===== src/rtl/hsv_core_flush_fifo.sv =====
// hsv_core_flush_fifo: ready/valid FIFO between pipeline stages that acts as
// the responder end of the four-phase flush_req/flush_ack handshake.
// Optional macro HSV_CORE_FIFO_WATERMARK_EN adds the max_level watermark port.
module hsv_core_flush_fifo #(
    parameter int unsigned WIDTH = 32,
    parameter int unsigned DEPTH = 4
) (
    input  logic                         clk_core,
    input  logic                         rst_core,
    input  logic                         flush_req,
    output logic                         flush_ack,
    input  logic [WIDTH-1:0]             in,
    input  logic                         valid_i,
    output logic                         ready_o,
    output logic [WIDTH-1:0]             out,
    output logic                         valid_o,
    input  logic                         ready_i,
    output logic [$clog2(DEPTH+1)-1:0]   level
`ifdef HSV_CORE_FIFO_WATERMARK_EN
    ,
    output logic [$clog2(DEPTH+1)-1:0]   max_level
`endif
);

    localparam int unsigned AW = $clog2(DEPTH);
    localparam int unsigned LW = $clog2(DEPTH + 1);

    typedef enum logic [1:0] {
        RUN     = 2'd0,
        FLUSH   = 2'd1,
        RELEASE = 2'd2
    } state_t;

    state_t           state;
    state_t           state_next;
    logic [AW-1:0]    wr_ptr;
    logic [AW-1:0]    rd_ptr;
    logic [WIDTH-1:0] mem [DEPTH];
    logic             push;
    logic             pop;

    // State register.
    always_ff @(posedge clk_core or posedge rst_core) begin
        if (rst_core) begin
            state <= RUN;
        end else begin
            state <= state_next;
        end
    end

    // Next state and handshake gating; flush_req blocks traffic in the same cycle.
    always_comb begin
        state_next = state;
        ready_o    = 1'b0;
        valid_o    = 1'b0;
        case (state)
            RUN: begin
                if (flush_req) begin
                    state_next = FLUSH;
                end else begin
                    ready_o = (level != LW'(DEPTH));
                    valid_o = (level != '0);
                end
            end
            FLUSH: begin
                if (!flush_req) begin
                    state_next = RELEASE;
                end
            end
            RELEASE: begin
                state_next = flush_req ? FLUSH : RUN;
            end
            default: begin
                state_next = RUN;
            end
        endcase
    end

    assign push = valid_i && ready_o;
    assign pop  = valid_o && ready_i;
    assign out  = mem[rd_ptr];

    // Registered acknowledge: high for every cycle spent in FLUSH.
    always_ff @(posedge clk_core or posedge rst_core) begin
        if (rst_core) begin
            flush_ack <= 1'b0;
        end else begin
            flush_ack <= (state_next == FLUSH);
        end
    end

    // Pointers and occupancy; everything buffered is discarded on the way into FLUSH.
    always_ff @(posedge clk_core or posedge rst_core) begin
        if (rst_core) begin
            wr_ptr <= '0;
            rd_ptr <= '0;
            level  <= '0;
        end else if (state_next == FLUSH) begin
            wr_ptr <= '0;
            rd_ptr <= '0;
            level  <= '0;
        end else begin
            if (push) begin
                wr_ptr <= wr_ptr + AW'(1);
            end
            if (pop) begin
                rd_ptr <= rd_ptr + AW'(1);
            end
            if (push && !pop) begin
                level <= level + LW'(1);
            end else if (pop && !push) begin
                level <= level - LW'(1);
            end
        end
    end

    // Payload storage; contents are meaningless until written.
    always_ff @(posedge clk_core) begin
        if (push) begin
            mem[wr_ptr] <= in;
        end
    end

    // Occupancy must never overflow or underflow.
    always_ff @(posedge clk_core) begin
        if (!rst_core) begin
            assert (!(push && !pop && (level == LW'(DEPTH))) && !(pop && !push && (level == '0)));
        end
    end

`ifdef HSV_CORE_FIFO_WATERMARK_EN
    // Highest occupancy since reset; deliberately survives flushes.
    always_ff @(posedge clk_core or posedge rst_core) begin
        if (rst_core) begin
            max_level <= '0;
        end else if (level > max_level) begin
            max_level <= level;
        end
    end
`endif

endmodule


===== config.mk =====
export PLATFORM = sky130hd
export DESIGN_NAME = hsv_core_flush_fifo
export DESIGN_NICKNAME = d
export VERILOG_FILES = /design/src/rtl/hsv_core_flush_fifo.sv
export SDC_FILE = /design/constraint.sdc
export NUM_CORES = 1
export LEC_CHECK = 0
export CAP_MARGIN = 20
export CORE_AREA = 2 2 118 120
export CTS_CLUSTER_DIAMETER = 30
export DETAILED_ROUTE_END_ITERATION = 8
export DIE_AREA = 0 0 120 122
export SLEW_MARGIN = 20
export SYNTH_ARGS = -nofsm -noshare
export SYNTH_HDL_FRONTEND = slang
export SYNTH_SLANG_ARGS = --single-unit

===== constraint.sdc =====
create_clock -name clk_core -period 3.75 [get_ports clk_core]
set_clock_uncertainty 0.05 [all_clocks]
set_input_delay 0.5625 -clock clk_core [delete_from_list [all_inputs] [get_ports clk_core]]
set_output_delay 0.5625 -clock clk_core [all_outputs]
set_load 0.03 [all_outputs]

=== After elaboration in Yosys (flattened, before gate mapping) ===
Memories as Yosys holds them, arrays and structs flattened.
Index checks and enable logic that the tools add are counted.
W data, S select, Z words.

* Flip-flop bits (word level): 10
* Bits in latches: 0
* Bits in writable memories: 128
* Memory bits (read-only): 0
* Word-level logic and storage cells: 42
* Memories kept: 1

{| class="wikitable"
|+ Memory list
! name !! depth !! width !! read ports !! clocked after Yosys merged registers in !! write ports !! RTL line !! text
|-
| mem || 4 || 32 || 1 || 0 || 1 || 38 || <nowiki>logic [WIDTH-1:0] mem [DEPTH];</nowiki>
|}

* Add/sub/neg operators: 4
* Multiply operators: 0
* Divide/modulo/power cells: 0
* Magnitude comparators: 0
* Eq/ne operators: 4
* Shifts and indexed selects: 0
* Mux-type cells: 17
* Bitwise logic cells: 0
* Reduce and logical (&&, ||, !) cells: 11

{| class="wikitable"
|+ Operator list
! cell !! count
|-
| $mux W2 || 6
|-
| $mux W3 || 3
|-
| $mux W1 || 7
|-
| $pmux W2 S3 || 1
|-
| $reduce_bool A3 Y1 || 2
|-
| $add A2 B1 Y2 const B || 2
|-
| $eq A2 B1 Y1 const B || 2
|-
| $logic_and A1 B1 Y1 || 4
|-
| $reduce_bool A2 Y1 || 2
|-
| $add A3 B1 Y3 const B || 1
|-
| $ne A3 B3 Y1 const B || 1
|-
| $sub A3 B1 Y3 const B || 1
|-
| $eq A2 B2 Y1 const B || 1
|-
| $logic_not A1 Y1 || 2
|-
| $logic_not A2 Y1 || 1
|}

=== Longest topological paths before layout ===
* Depth after elaboration: 9
* Mapped depth: 8
* Gate-level depth less buffers: 8

=== Worst setup path before layout ===
Ideal clock, no wire load.

* Kind: input port to flip-flop
* From: input port flush_req
* To: memory mem[0][0], enable pin
* Setup time: 392 ps
* Arrival time: 1980 ps
* Data required time: 3308 ps
* Path slack: 1328 ps
* Stages: 4
* Path buffers: 1
* Cell sequence: nor3_4 > and3_1 > buf_6 > and2_1

* Word-level cells in the longest chain between the ends: 5

{| class="wikitable"
|+ RTL lines
! item !! RTL line !! text
|-
| start, declared || 10 || <nowiki>input logic flush_req,</nowiki>
|-
| $mux W1 || 58 || <nowiki>if (flush_req) begin</nowiki>
|-
| $mux W1 || 56 || <nowiki>case (state)</nowiki>
|-
| $logic_and A1 B1 Y1 || 79 || <nowiki>assign push = valid_i && ready_o;</nowiki>
|-
| $mux W1 || 119 || <nowiki>if (push) begin</nowiki>
|-
| $mux W1 (not written as such) || 120 || <nowiki>mem[wr_ptr] <= in;</nowiki>
|-
| end, declared || 38 ||
|}

No other way between the ends.

=== Worst setup path in the final report ===
* From: register rd_ptr[0]
* To: output port out[0]

* Word-level cells in the longest chain between the ends: 1

{| class="wikitable"
|+ RTL lines
! item !! RTL line !! text
|-
| start, declared || 37 || <nowiki>logic [AW-1:0] rd_ptr;</nowiki>
|-
| start signal, assigned || 107 || <nowiki>rd_ptr <= rd_ptr + AW'(1);</nowiki>
|-
| $mem_v2 Z4 W32 || n/a ||
|-
| end, declared || 15 || <nowiki>output logic [WIDTH-1:0] out,</nowiki>
|}

No other way between the ends.

==> flow_summary.ini <==
[status]
status = completed

[timing]
finalSetupViolCount = 0
min_period_over_period_pct = 82.82
hold_ws_ns = 0.3959
slew_violations = 0
worstMarginPinSlew_ns = 0.8563
max_freq_ghz = 0.3220
rsz0062_at_grt = no
min_period_ns = 3.106
hold_viol_final = 0
timing.slew.headroom_pct = 42.91
tns_ns = 0

[final_layout]
diodes = 0
drive_gt1_share_pct = 24.40
final_cell_mix = edfxtp_1 (128), clkdlybuf4s50_1 (74), mux4_2 (32), clkbuf_16 (17)
final_common_cell = edfxtp_1
areaGrowthSynthToFinish_pct = 30.82
fin_nets = 365

[routing]
num_vias = 2489
vias_per_cell = 4.824
drtIter0Drc = 246
wl_um = 9278
detail_route.wl_per_cell_um = 17.98
drc = 0
first_pass_iters = 4
final_antenna_net_count = 0

[worst_setup_path]
end_kind = primary output
start_kind = flip-flop
cp.required_ns = 3.14
critPathSlowestCell = dfrtp_2
reg2reg_from = state[1]$_DFF_PP0_
worst_ep_arrival_time_ns = 2.49
critPathMaxFanout = 24
max_stage_delay_ns = 0.62
crit_type = flip-flop to primary output
cp-startpoint = rd_ptr[0]$_DFFE_PP0P_
path_cells = buf_12 > mux4_2 > clkdlybuf4s50_1

[global_routing]
grt_pass1_wl_um = 14750
first_global_vias = 2754
grt_antenna_before_repair = 0
grt_max_degree = 34
grt_usage_pct = 13.91
grt.overflow.total = 0

[clock_network]
clk_latency_ns = 0.41
cts_buffer_depth = 2
clk_pin_slew_ns = 0.06
ctsResizeCount = 0
cts-root-buf = clkbuf_16
cts_tree = yes
numCtsBuffers = 17
clock_sinks = 138
cts_setup_buffers = 0
htree_levels = 4
hold_buffers = 0

[die]
die_w_um = 120
num_rows = 43
die_area_um2 = 14640
io_pins = 75
coreArea_um2 = 13500
initial_core_util_pct = 38.78
die_h_um = 122

[power_and_ir_drop]
p_sw_uw = 928.0
seqPwrFrac_pct = 44.0
p_comb_share_pct = 14.0
power_density_nw_per_um2 = 588.5
p_leak_uw = 0.002244
swShare_pct = 23.01
intPower_uw = 3104
clkPwrFrac_pct = 42.0
worst_ir_drop_vdd_mv = 0.3247
power.total_uw = 4032

[yosys]
synth_edf_count = 128
ys_seq_area_share_pct = 78.17
synth_seq_cells = 138
ys_types = 31
avgSynthCellArea_um2 = 22.77
synth-main-ff-cell = edfxtp_1
yosys_warnings = 0
syn-num-nets = 272
async_flop_share_pct = 7.246
mappedNetlistArea_um2 = 5238
syn_inst = 230

[worst_hold_path]
hold_class = input pin to async pin

[placed_design]
gp_congestion = 0.7463
hpwl_um = 6084
io_buffers = 74

[run]
drv_cap = 0
## logic make-up (layout without fill, tap and decap cells)
| group | after synthesis | count (layout) | synth area share, % |
|---|---|---|---|
| compound gates | 5 | 5 | 0.6927 |
| xor+xnor | 4 | 4 | 1.027 |
| fa+ha+maj | 5 | 5 | 1.338 |
| buf+inv | 17 | 123 | 1.481 |
| flops | 138 | 138 | 78.17 |
| mux | 34 | 34 | 14.14 |
| simple gates | 27 | 27 | 3.153 |
## worst paths after layout
check | cells past startpoint | end | slack (ns)
max | 3 | out[0] | 0.64
min | 2 | level[2]$_DFFE_PP0P_ | 0.40
max reg2reg | 4 | mem[2][9]$_DFFE_PP_ | 1.42
min reg2reg | 1 | state[1]$_DFF_PP0_ | 0.47
max in group asynchronous | 2 | rd_ptr[1]$_DFFE_PP0P_ | 2.94
min in group clk_core | 1 | state[1]$_DFF_PP0_ | 0.47
## flip-flops by register name (all words and copies together) (netlist names)
| name | flops |
|---|---|
| rd_ptr | 2 |
| mem | 128 |
| level | 3 |
| flush_ack | 1 |
| wr_ptr | 2 |
| state | 2 |
## area by class of cell
cell class / instances / area, um^2
fill: 1071 / 6653
multi-input combinational: 75 / 1071
inverter: 8 / 30.03
timing repair buffer: 83 / 820.8
sequential: 138 / 4096
clock buffer: 18 / 429.2
tap: 180 / 225.2
clock inverter: 14 / 178.9
## critical path, delay by kind of cell (launching register included)
family | cells | cell delay (ns)
flip-flops | 1 | 0.62
multiplexers | 1 | 0.57
buffers and inverters | 2 | 0.89
## power by group through the flow
stage / Sequential, uW / Clock, uW / Combinational [uW]
final: 1780 / 1690 / 564
after global routing: 1780 / 1790 / 606
after detailed placement: 1810 / 0 / 570
after floorplan: 1820 / 0 / 328
after global placement: 1810 / 0 / 567
after CTS: 1780 / 1730 / 572
## Yosys cell counts, drive strengths merged, types with 2 or more instances
library cell  number  area (um^2)
inv                8        30.03
mux2i              2        20.02
xnor2              3        45.05
nand3              2        15.01
nor2               4        15.01
ha                 4        50.05
nand2              6        22.52
buf                6        36.28
mux4              32        720.7
and3               2        12.51
nor3               3        31.28
clkbuf             3        11.26
dfrtp             10        250.2
edfxtp           128         3844
and2               6        37.54
## stage by stage
step	worst slack [ns]	cells	area [um^2]	utilization (%)
final	0.6442	516	6852	50.74
after global routing	0.5023	516	6852	50.74
after CTS	0.5482	516	6852	50.74
after detailed placement	0.7214	484	6243	46.23
after global placement	0.7522	484	6243	46.23
after floorplan	1.328	230	5238	-
## routing by layer
layer	vias up	routed length (um)	track usage [%]
met5	-	0	0
met2	65	4480	21.34
li1	1130	-	-
met4	0	130	5.735
met1	1282	4152	17.70
met3	12	513	5.618
(Power assumes the default switching activity.)
